`src/rtl/count_ctrl.sv`:
```
`default_nettype none
// ============================================================================
// Module   : count_ctrl
// Function : Front-panel controller. Synchronises and debounces two buttons,
//            arbitrates them into step strobes, owns the 4-bit counter and
//            drives the blinking LED display.
//            Hold-to-repeat is built only when COUNT_CTRL_AUTOREPEAT_EN is
//            defined.
// Revision : 1.0 - initial release
// ============================================================================
module count_ctrl #(
  parameter int DEBOUNCE_CYCLES = 500000,
  parameter int REPEAT_DELAY    = 25000000,
  parameter int REPEAT_PERIOD   = 6250000,
  parameter int BLINK_HALF      = 25000000
) (
  input  logic       clk,
  input  logic       reset,
  input  logic       btn_plus,
  input  logic       btn_minus,
  output logic [3:0] num,
  output logic       step_inc,
  output logic       step_dec,
  output logic [3:0] led,
  output logic       locked
);

  localparam int DB_W = (DEBOUNCE_CYCLES > 1) ? $clog2(DEBOUNCE_CYCLES) : 1;
  localparam int BL_W = (BLINK_HALF > 1) ? $clog2(BLINK_HALF) : 1;

  if (DEBOUNCE_CYCLES < 2 || BLINK_HALF < 1 ||
      REPEAT_PERIOD < 1 || REPEAT_PERIOD > REPEAT_DELAY) begin : g_bad_params
    $error("count_ctrl: invalid parameter set");
  end

  logic [1:0] btn_raw;
  logic [1:0] deb;
  logic       p;
  logic       m;

  assign btn_raw = {btn_minus, btn_plus};
  assign p       = deb[0];
  assign m       = deb[1];

  // Debounced level flips only after DEBOUNCE_CYCLES consecutive disagreeing samples.
  for (genvar gi = 0; gi < 2; gi++) begin : g_btn
    logic            sync1_q;
    logic            sync2_q;
    logic            level_q;
    logic [DB_W-1:0] cnt_q;

    always_ff @(posedge clk or negedge reset) begin
      if (!reset) begin
        sync1_q <= 1'b0;
        sync2_q <= 1'b0;
        level_q <= 1'b0;
        cnt_q   <= '0;
      end else begin
        sync1_q <= btn_raw[gi];
        sync2_q <= sync1_q;
        if (sync2_q == level_q) begin
          cnt_q <= '0;
        end else if (cnt_q == DB_W'(DEBOUNCE_CYCLES - 1)) begin
          level_q <= sync2_q;
          cnt_q   <= '0;
        end else begin
          cnt_q <= cnt_q + 1'b1;
        end
      end
    end

    assign deb[gi] = level_q;
  end

  typedef enum logic [1:0] {
    S_IDLE   = 2'd0,
    S_HOLD_P = 2'd1,
    S_HOLD_M = 2'd2,
    S_LOCK   = 2'd3
  } state_t;

  state_t state_q;
  state_t state_d;
  logic   inc_d;
  logic   dec_d;
  logic   inc_q;
  logic   dec_q;
  logic   locked_q;

`ifdef COUNT_CTRL_AUTOREPEAT_EN
  localparam int RT_W = (REPEAT_DELAY > 1) ? $clog2(REPEAT_DELAY) : 1;

  logic [RT_W-1:0] rep_cnt_q;
  logic            rep_due;

  assign rep_due = (rep_cnt_q == RT_W'(REPEAT_DELAY - 1));

  // Repeat steps reload the timer so the next one lands REPEAT_PERIOD later.
  always_ff @(posedge clk or negedge reset) begin
    if (!reset) begin
      rep_cnt_q <= '0;
    end else if (inc_d || dec_d) begin
      rep_cnt_q <= (state_q == S_IDLE) ? '0 : RT_W'(REPEAT_DELAY - REPEAT_PERIOD);
    end else if (state_d == S_HOLD_P || state_d == S_HOLD_M) begin
      rep_cnt_q <= rep_cnt_q + 1'b1;
    end else begin
      rep_cnt_q <= '0;
    end
  end
`else
`endif

  always_comb begin
    state_d = state_q;
    inc_d   = 1'b0;
    dec_d   = 1'b0;
    case (state_q)
      S_IDLE: begin
        if (p && m) begin
          state_d = S_LOCK;
        end else if (p) begin
          inc_d   = 1'b1;
          state_d = S_HOLD_P;
        end else if (m) begin
          dec_d   = 1'b1;
          state_d = S_HOLD_M;
        end
      end
      S_HOLD_P: begin
        if (m) begin
          state_d = S_LOCK;
        end else if (!p) begin
          state_d = S_IDLE;
        end
`ifdef COUNT_CTRL_AUTOREPEAT_EN
        else if (rep_due) begin
          inc_d = 1'b1;
        end
`endif
      end
      S_HOLD_M: begin
        if (p) begin
          state_d = S_LOCK;
        end else if (!m) begin
          state_d = S_IDLE;
        end
`ifdef COUNT_CTRL_AUTOREPEAT_EN
        else if (rep_due) begin
          dec_d = 1'b1;
        end
`endif
      end
      S_LOCK: begin
        if (!p && !m) begin
          state_d = S_IDLE;
        end
      end
      default: state_d = S_IDLE;
    endcase
  end

  always_ff @(posedge clk or negedge reset) begin
    if (!reset) begin
      state_q  <= S_IDLE;
      inc_q    <= 1'b0;
      dec_q    <= 1'b0;
      locked_q <= 1'b0;
    end else begin
      state_q  <= state_d;
      inc_q    <= inc_d;
      dec_q    <= dec_d;
      locked_q <= (state_d == S_LOCK);
    end
  end

  logic [3:0]      num_q;
  logic [3:0]      num_d;
  logic [3:0]      led_q;
  logic [3:0]      led_d;
  logic [BL_W-1:0] blink_q;
  logic [BL_W-1:0] blink_d;
  logic            show_q;
  logic            show_d;

  // A step restarts the blink period in the show phase so the new value is seen at once.
  always_comb begin
    num_d   = num_q;
    blink_d = blink_q;
    show_d  = show_q;
    if (inc_q) begin
      num_d = num_q + 4'd1;
    end else if (dec_q) begin
      num_d = num_q - 4'd1;
    end
    if (inc_q || dec_q) begin
      blink_d = '0;
      show_d  = 1'b1;
    end else if (blink_q == BL_W'(BLINK_HALF - 1)) begin
      blink_d = '0;
      show_d  = ~show_q;
    end else begin
      blink_d = blink_q + 1'b1;
    end
    led_d = show_d ? num_d : 4'd0;
  end

  always_ff @(posedge clk or negedge reset) begin
    if (!reset) begin
      num_q   <= 4'd0;
      led_q   <= 4'd0;
      blink_q <= '0;
      show_q  <= 1'b1;
    end else begin
      num_q   <= num_d;
      led_q   <= led_d;
      blink_q <= blink_d;
      show_q  <= show_d;
    end
  end

  assign num      = num_q;
  assign led      = led_q;
  assign step_inc = inc_q;
  assign step_dec = dec_q;
  assign locked   = locked_q;

endmodule
`default_nettype wire

```
`config.mk`:
```
export PLATFORM = sky130hd
export DESIGN_NAME = count_ctrl
export DESIGN_NICKNAME = d
export VERILOG_FILES = /design/src/rtl/count_ctrl.sv
export SDC_FILE = /design/constraint.sdc
export NUM_CORES = 1
export LEC_CHECK = 0
export ABC_AREA = 1
export CAP_MARGIN = 20
export CORE_UTILIZATION = 50
export DETAILED_ROUTE_END_ITERATION = 10
export HOLD_SLACK_MARGIN = 0.06
export PLACE_DENSITY_LB_ADDON = 0.05
export SETUP_SLACK_MARGIN = 0.3
export SKIP_LAST_GASP = 1
export SLEW_MARGIN = 25
export SYNTH_ARGS = -nofsm -noshare
export SYNTH_HDL_FRONTEND = slang
export SYNTH_SLANG_ARGS = --single-unit
```
`constraint.sdc`:
```
create_clock -name clk -period 2.6 [get_ports clk]
set_input_delay 0.39 -clock clk [delete_from_list [all_inputs] [get_ports clk]]
set_output_delay 0.39 -clock clk [all_outputs]
set_load 0.05 [all_outputs]
```
==> results of run 1 <==
## worst min-delay path by stage
stage                          start          endpoint  slack, ns
CTS                 g_btn[1].sync1_q  g_btn[1].sync2_q       0.35
detailed placement  g_btn[0].sync1_q  g_btn[0].sync2_q       0.34
global placement    g_btn[0].sync1_q  g_btn[0].sync2_q       0.34
global route        g_btn[1].sync1_q  g_btn[1].sync2_q       0.37
finish              g_btn[1].sync1_q  g_btn[1].sync2_q       0.36
floorplan                      reset        blink_q[0]       0.09
## layer usage
layer / vias up / routed length (µm)
met4: 0 / 114
met1: 1540 / 3720
met2: 64 / 3730
met3: 13 / 300
li1: 1674 / -
met5: - / 0
## power groups by stage
| stage | combinational (mW) | clock, mW | sequential [mW] |
|---|---|---|---|
| 3_5_place_dp | 0.0585 | 0 | 1.33 |
| 2_1_floorplan | 0.0206 | 0 | 1.33 |
| 4_1_cts | 0.0597 | 1.04 | 1.31 |
| 6_report | 0.0566 | 1.01 | 1.31 |
| 5_1_grt | 0.0679 | 1.09 | 1.31 |
| 3_3_place_gp | 0.0578 | 0 | 1.33 |
## registers in the layout (all words and copies together) (netlist names)
register       flops
locked             1
g_btn.cnt_q       38
g_btn.sync2_q      2
num                4
blink_q           25
g_btn.sync1_q      2
show_q             1
step_dec           1
g_btn.level_q      2
led                4
step_inc           1
state_q            2
## synthesized netlist by cell type (2+ instances only)
| cell type | number | area share (%) |
|---|---|---|
| nand2_2 | 11 | 1.6 |
| o21ai_0 | 9 | 1.1 |
| dfrtp_1 | 82 | 49 |
| o21ai_1 | 2 | 0.24 |
| nand3_1 | 23 | 2.8 |
| xor2_1 | 19 | 4.0 |
| xnor2_1 | 9 | 1.9 |
| nand4_1 | 8 | 1.2 |
| o21a_1 | 2 | 0.36 |
| nor3b_1 | 5 | 0.90 |
| nand3_2 | 2 | 0.48 |
| nor2_4 | 6 | 1.6 |
| nand2_1 | 101 | 9.1 |
| nor2_1 | 121 | 11 |
| inv_1 | 71 | 6.4 |
| nor3_1 | 25 | 3.0 |
| a31oi_1 | 4 | 0.60 |
| buf_2 | 2 | 0.24 |
| ha_1 | 5 | 1.5 |
| a21oi_1 | 7 | 0.84 |
| nor2_2 | 3 | 0.45 |
| inv_2 | 3 | 0.27 |
## placed cells by master (no fill, tap or decap), types with 4 or more instances in the layout
cell             instances
nor3_1                  25
dfrtp_1                 82
nor3b_1                  5
nand4_1                  8
clkdlybuf4s50_1         13
nand2_1                101
xor2_1                  19
xnor2_1                  9
inv_1                   71
o21ai_0                  9
nor2_1                 121
nand2_2                 11
a21oi_1                  7
clkbuf_8                 9
nand3_1                 23
ha_1                     5
nor2_4                   6
a31oi_1                  4
## layout make-up
type	count	area, µm²
Clock buffer	10	128
Clock inverter	6	88.8
Fill cell	750	3220
Inverter	74	278
Multi-Input combinational cell	365	1800
Sequential cell	83	2080
Tap cell	102	128
Timing Repair Buffer	16	168
## per-stage QoR
step                setup WS, ns  instance area (µm²)  hold WS [ns]
global placement           0.926                 4440         0.343
detailed placement         0.847                 4440         0.344
floorplan                  0.981                 4180        0.0944
CTS                        0.569                 4670         0.352
global route               0.535                 4670         0.368
finish                     0.590                 4670         0.357
## kinds of logic (layout without fill, tap and decap cells)
| logic type | after synthesis | count (layout) | synth area share (%) |
|---|---|---|---|
| AO/OA/AOI/OAI | 26 | 26 | 3.47 |
| XOR/XNOR | 28 | 28 | 5.87 |
| adder cells (fa/ha/maj) | 5 | 5 | 1.50 |
| buffers and inverters | 77 | 106 | 7.16 |
| flip-flops | 83 | 83 | 49.7 |
| AND/OR/NAND/NOR | 306 | 306 | 32.3 |
## worst register-to-register path: stages, from the launching register on
cell     delay [ns]
dfrtp_1        0.38
ha_1           0.17
nand2_1        0.11
nor2_4         0.16
inv_1          0.05
nor2_1         0.10
nand2_1        0.09
nand2_1        0.32
inv_1          0.14
nand2_1        0.09
nor2_1         0.04
==> impl_results.md, run 1 <==
- Critical Path RT: 2.21 ns
- Worst Setup EP: step_dec
- # IOs: 15
- Post-synth EDFFs: 0
- TritonCTS clock tree: done
- Root buffer cell: clkbuf_8
- CP Capture Type: primary output
- Number of warnings issued by yosys: 0
- Main synth FF type: dfrtp_1
- Gp weighted congestion: 0.857
- Fraction of power consumed by sequential logic: 55.0%
- Initial antenna violation count: 0
- Fin. max-slew vios: 0
- Max_cap viols: 0
- Synthesized area per cell: 7.96 µm²
- Final Hold Vio Count: 0
- Post-CTS Setup Repair Bufs: 0
- DRT antenna net count: 0
- Skew final: 0.00786 ns
- Worst path slowest cell: clkdlybuf4s50_1
- Fmax achieved: 0.498 GHz
- Tot GR Track Use: 20.2%
- Total gr overflow: 0
- Worst-path clk slew: 0.09 ns
- H-tree level count: 3
- Least-Margin Pin Slew: 0.501 ns
- Comb power frac: 2.4%
- Net Sw Power: 0.519 mW
- Post-Layout Cell Count: 656
- Cts hold-fix bufs: 1
- Share of cells above drive strength 1: 7.94%
- DP Wirelength: 5.77 mm
- Internal: 1.86 mW
- Sw frac: 21.8%
- R2r startpoint: g_btn[1].cnt_q[0]
- Status: complete, no violations
- Post-synthesis cell type count: 27
- Final period utilization: 77.3%
- Clk Latency, worst-skew pair: 0.35 ns
- Busiest grt layer: met2
- Synthesis-stage register bit count: 83
- Path depth of the worst reg2reg path: 10
- Clk pwr share: 42.6%
- Dpl cells: 639
- Crit path kind: reg2out
- Buffers on Ports: 14
- First-pass GRT wire length: 13.8 mm
- Max stage delay on crit path: 0.83 ns
- WP buf/inv: 1
- Setup_tns: 0 ns
- Worst-case clock buffer depth: 2
- Starting Density: 53.0%
- Post-Syn Area: 4180 µm²
- Fin crit period: 2.01 ns
- Die boundary width: 93.4 µm
- Worst path depth: 1
- DRT iter0 DRCs: 138
- # setup viols final: 0
- Critical path arrival: 1.62 ns
- Area growth syn-to-layout: 11.7%
- Min-delay worst type: reg2reg
- RSZ-0062 raised after global routing: false
- Detailed Route WL: 7.86 mm
- Sequential share of the synthesized area: 49.7%
- Hold Path Depth: 0
- Syn nets: 534
- Vias in the first global route: 3145
- CTS buffer count: 9
- Vias: 3291
- Die height: 93.4 µm
- Final Core Density: 59.2%
- Core region area: 7890 µm²
- R2r setup slk: 0.83 ns
- Routing usage on met1: 25.7%
- Clock Sinks: 83
- Grt met3 use: 5.37%
- Die ar.: 8730 µm²
- M2 GR Usage: 33.9%
- Drc violations: 0
- Delay-heaviest family, CP: buffers and inverters
- Final nets: 558
- Reg-to-reg endpoint: g_btn[1].cnt_q[16]
- P per Cell Area: 509 nW/µm²
- Max_slew headroom: 66.5%
- Router iterations before antenna repair: 4
- Worst Setup SP: step_dec
- Total Power: 2.38 mW
- Rows: 32
- Critical path, cell by cell: clkdlybuf4s50_1
- Avg WL per Cell: 12.0 µm
- Cells after Synth: 525
- Crit start category: register
- Static Leakage: 2.10 nW
- Post_cts resized: 0
- Share of flip-flops with an asynchronous set or reset: 100%
- Largest net degree at the start of global routing: 49
- DR vias/cell: 5.02
- Worst VDD drop: 0.335 mV
- CP max FO: 6
- Final antenna diode count: 0
(Power assumes the default switching activity.)
==> inputs of run 2 (changes only) <==
==> constraint.sdc (replaced) <==
create_clock -name clk -period 1.7 [get_ports clk]
set_input_delay 0.255 -clock clk [delete_from_list [all_inputs] [get_ports clk]]
set_output_delay 0.255 -clock clk [all_outputs]
set_load 0.05 [all_outputs]
==> impl_results.md, run 2 (synthesis gave the netlist of run 1 again) <==
- Status: complete, no violations
- Max_slew headroom: 69.0%
- Path depth of the worst reg2reg path: 9
- Worst-case clock buffer depth: 2
- Die height: 93.4 µm
- Worst-path clk slew: 0.10 ns
- Fmax achieved: 0.669 GHz
- Final nets: 596
- Hold Path Depth: 1
- Least-Margin Pin Slew: 0.465 ns
- H-tree level count: 3
- Max stage delay on crit path: 0.41 ns
- R2r setup slk: 0.21 ns
- CP max FO: 6
- Largest Register: g_btn.cnt_q
- Largest net degree at the start of global routing: 84
- Final antenna diode count: 0
- Starting Density: 53.0%
- Setup WS pre-CTS: 0.158 ns
- Skew final: 0.0142 ns
- Vias in the first global route: 3341
- CP Capture Type: register
- Min-delay worst type: in2reg
- Router iterations before antenna repair: 5
- Tot GR Track Use: 22.4%
- Share of cells above drive strength 1: 31.1%
- CTS buffer count: 9
- RSZ-0062 raised after global routing: true
- CP dominant cell by count: nand2_4
- Total Power: 3.64 mW
- Area growth syn-to-layout: 29.1%
- Net Sw Power: 0.893 mW
- DRT antenna net count: 0
- Clk pwr share: 41.4%
- Initial antenna violation count: 0
- Die ar.: 8730 µm²
- Total gr overflow: 0
- Root buffer cell: clkbuf_8
- DP Wirelength: 5.86 mm
- Hold_sp: btn_minus
- Fraction of power consumed by sequential logic: 55.0%
- Final Core Density: 68.4%
- Vias: 3500
- Fin. max-slew vios: 0
- Buffers on Ports: 14
- DRT iter0 DRCs: 111
- Reg-to-reg endpoint: blink_q[6]
- Detailed Route WL: 9.42 mm
- Die boundary width: 93.4 µm
- Commonest non-fill, non-tap cell in the layout: nor2_1
- Drc violations: 0
- WP buf/inv: 1
- Biggest regs: g_btn.cnt_q x38, blink_q x25
- Static Leakage: 2.45 nW
- Worst VDD drop: 0.452 mV
- Crit path kind: reg2reg
- Core region area: 7890 µm²
- Most frequent cells in the layout: 88 x nor2_1, 83 x nand2_1, 78 x dfrtp_1
- Critical path arrival: 1.74 ns
- Critical path, cell by cell: ha_4 -> nand2_4 -> nor2_4 -> nand2_4 -> nor2_4 -> nand2_4 -> nand2_8 -> buf_6 -> nor2_2
- Final period utilization: 87.9%
- Worst hold endpoint: g_btn[1].sync1_q
- P per Cell Area: 675 nW/µm²
- Clk Latency, worst-skew pair: 0.36 ns
- Max reg flops: 38
- Critical Path RT: 1.94 ns
- Max_cap viols: 0
- Rows: 32
- Clock Sinks: 83
- Crit start category: register
- Setup WS post-layout: 0.205 ns
- Worst path slowest cell: dfrtp_1
- # IOs: 15
- Avg WL per Cell: 13.6 µm
- Final Hold Vio Count: 0
- First-pass GRT wire length: 15.1 mm
- Comb power frac: 3.6%
- R2r startpoint: blink_q[1]
- Fin crit period: 1.49 ns
- Gp weighted congestion: 0.852
- # setup viols final: 0
- Sw frac: 24.5%
- TritonCTS clock tree: done
- DR vias/cell: 5.04
- Setup_tns: 0 ns
- Internal: 2.75 mW
- Delay-heaviest family, CP: simple AND/OR/NAND/NOR gates
==> run 2: worst max-delay path by stage <==
stage | cells past startpoint | start | slack, ns | end
finish | 9 | blink_q[1] | 0.21 | blink_q[6]
global route | 8 | g_btn[1].cnt_q[2] | 0.09 | g_btn[1].cnt_q[15]
CTS | 9 | blink_q[0] | 0.19 | blink_q[6]
detailed placement | 10 | blink_q[0] | 0.16 | led[0]
global placement | 10 | blink_q[15] | 0.19 | blink_q[14]
floorplan | 11 | blink_q[0] | 0.28 | blink_q[17]
==> run 2: metal layers <==
layer	vias up	part of all wire (%)	wire, µm	track usage (%)
li1	1754	-	-	-
met1	1672	46	4310	29.9
met2	66	50	4720	36.8
met3	8	3.3	313	4.72
met4	0	0.83	78	6.28
met5	-	0	0	0
==> run 2: metrics by stage <==
stage	cell area, µm²	hold WS [ns]	std cells
finish	5390	0.341	694
floorplan	4190	-0.0406	525
global route	5390	0.332	694
CTS	4910	0.328	674
global placement	4480	0.321	646
detailed placement	4480	0.323	646
==> run 2: power groups by stage <==
stage | Combinational (mW) | Clock, mW | Sequential [mW]
global route | 0.148 | 1.62 | 2.00
finish | 0.130 | 1.51 | 2.00
detailed placement | 0.0969 | 0 | 2.04
CTS | 0.111 | 1.54 | 2.00
floorplan | 0.0316 | 0 | 2.04
global placement | 0.0961 | 0 | 2.04
==> run 2: timing repair <==
action	4_1_cts	5_1_grt
endpoints found under the hold margin	82	0
gates resized for setup	41	93
pin swaps	19	23
buffers inserted	11	19
hold buffers	1	0
cloned	0	1
endpoints found under the setup margin	50	62
==> run 2: area by class of cell <==
type,count,area [µm²]
tap,102,128
inverter,74,285
timing repair buffer,53,453
fill,613,2500
timing repair inverter,1,11.3
clock inverter,7,83.8
multi-input combinational,365,2220
sequential,83,2080
clock buffer,9,124
==> inputs of run 3 (changes only) <==
==> constraint.sdc (replaced) <==
create_clock -name clk -period 1.9 [get_ports clk]
set_input_delay 0.285 -clock clk [delete_from_list [all_inputs] [get_ports clk]]
set_output_delay 0.285 -clock clk [all_outputs]
set_load 0.05 [all_outputs]
==> impl_results.md, run 3 (synthesis gave the netlist of run 1 again) <==
- Worst path depth: 1
- Router iterations before antenna repair: 4
- Crit start category: register
- Comb power frac: 2.9%
- Final Hold Vio Count: 0
- Die boundary width: 93.4 µm
- Crit path kind: reg2out
- Sw frac: 21.9%
- Largest Register: g_btn.cnt_q
- Die height: 93.4 µm
- Detailed Route WL: 8.20 mm
- Critical path, cell by cell: dlygate4sd2_1
- RSZ-0062 raised after global routing: true
- Final period utilization: 82.2%
- Internal: 2.59 mW
- WP buf/inv: 1
- P per Cell Area: 681 nW/µm²
- Net Sw Power: 0.727 mW
- TritonCTS clock tree: done
- Vias: 3321
- Tot GR Track Use: 20.4%
- Delay-heaviest family, CP: buffers and inverters
- Skew final: 0.00937 ns
- CP Capture Type: primary output
- Least-Margin Pin Slew: 0.503 ns
- Cell Area, Placed: 4470 µm²
- Static Leakage: 2.31 nW
- DRT antenna net count: 0
- CTS buffer count: 9
- Biggest regs: g_btn.cnt_q x38, blink_q x25
- Max reg flops: 38
- # IOs: 15
- Min-delay worst type: reg2reg
- Vias in the first global route: 3094
- Commonest non-fill, non-tap cell in the layout: nor2_1
- Most frequent cells in the layout: 115 x nor2_1, 96 x nand2_1, 79 x dfrtp_1
- Starting Density: 53.0%
- DR vias/cell: 4.94
- Die ar.: 8730 µm²
- Buffers on Ports: 14
- Critical Path RT: 1.62 ns
- Max_slew headroom: 66.6%
- Final nets: 574
- First-pass GRT wire length: 14.0 mm
- Worst path slowest cell: dlygate4sd2_1
- Clk pwr share: 43.2%
- Worst VDD drop: 0.411 mV
- Status: complete, no violations
- Setup_tns: 0 ns
- Fraction of power consumed by sequential logic: 54.0%
- H-tree level count: 3
- Drc violations: 0
- Final antenna diode count: 0
- Max_cap viols: 0
- Fin. max-slew vios: 0
- Total gr overflow: 0
- Avg WL per Cell: 12.2 µm
- Worst-path clk slew: 0.09 ns
- Root buffer cell: clkbuf_8
- Clk Latency, worst-skew pair: 0.34 ns
- Core region area: 7890 µm²
- # setup viols final: 0
- Hold Path Depth: 0
- CP max FO: 3
- Worst-case clock buffer depth: 2
- Max stage delay on crit path: 0.54 ns
- Share of cells above drive strength 1: 14.9%
- Rows: 32
- Total Power: 3.32 mW
- Design Area, Final: 4870 µm²
- DP Wirelength: 5.82 mm
- Fmax achieved: 0.641 GHz
- Fin crit period: 1.56 ns
- Initial antenna violation count: 0
- Critical path arrival: 1.28 ns
- Clock Sinks: 83
- Largest net degree at the start of global routing: 39
- Path depth of the worst reg2reg path: 7
- Gp weighted congestion: 0.849
- DRT iter0 DRCs: 186
- Area growth syn-to-layout: 16.7%
-- run 3: per-layer routing --
metal / global-route usage (%) / vias to the layer above / routed length (µm)
li1: - / 1698 / -
met3: 3.01 / 8 / 325
met4: 7.05 / 0 / 99
met1: 28.4 / 1554 / 3930
met5: 0 / - / 0
met2: 32.7 / 61 / 3840
-- run 3: worst paths after layout --
| check | start | to | slack, ns |
|---|---|---|---|
| setup / recovery | step_inc | step_inc | 0.34 |
| hold / removal | g_btn[1].sync1_q | g_btn[1].sync2_q | 0.35 |
| setup reg to reg | g_btn[0].cnt_q[0] | g_btn[0].cnt_q[8] | 0.38 |
| hold reg to reg | g_btn[1].sync1_q | g_btn[1].sync2_q | 0.35 |
| max in group asynchronous | reset | g_btn[0].level_q | 0.93 |
| min in group asynchronous | reset | blink_q[23] | 0.40 |
-- run 3: area by class of cell --
class                   instances  area [µm²]
clock buffers                  10         138
flip-flops and latches         83        2080
clock inverters                 6        87.6
inverters                      74         283
fillers                       690        3010
well taps                     102         128
multi-input cells             365        1890
repair buffers                 32         265
-- run 3: power groups by stage --
stage	sequential [mW]	combinational (mW)	clock, mW
2_1_floorplan	1.82	0.0283	0
3_3_place_gp	1.82	0.0847	0
3_5_place_dp	1.82	0.0867	0
4_1_cts	1.79	0.0894	1.47
5_1_grt	1.79	0.113	1.54
6_report	1.79	0.0956	1.43
-- run 3: through the flow --
stage / hold WS (ns) / setup slack (ns) / utilization, % / std cells
finish: 0.355 / 0.339 / 61.8 / 672
global route: 0.375 / 0.254 / 61.8 / 672
CTS: 0.357 / 0.259 / 59.5 / 659
detailed placement: 0.251 / 0.279 / 56.6 / 642
global placement: 0.239 / 0.325 / 56.6 / 642
floorplan: -0.0106 / 0.334 / - / 525
-- run 3: timing repair --
item                                   in CTS  in global routing
gates resized for setup                    15                 35
setup buffers                               0                 13
endpoints found under the hold margin      27                  0
setup endpoints to repair                  20                 43
pin swaps                                   0                 11
hold buffers                                1                  0
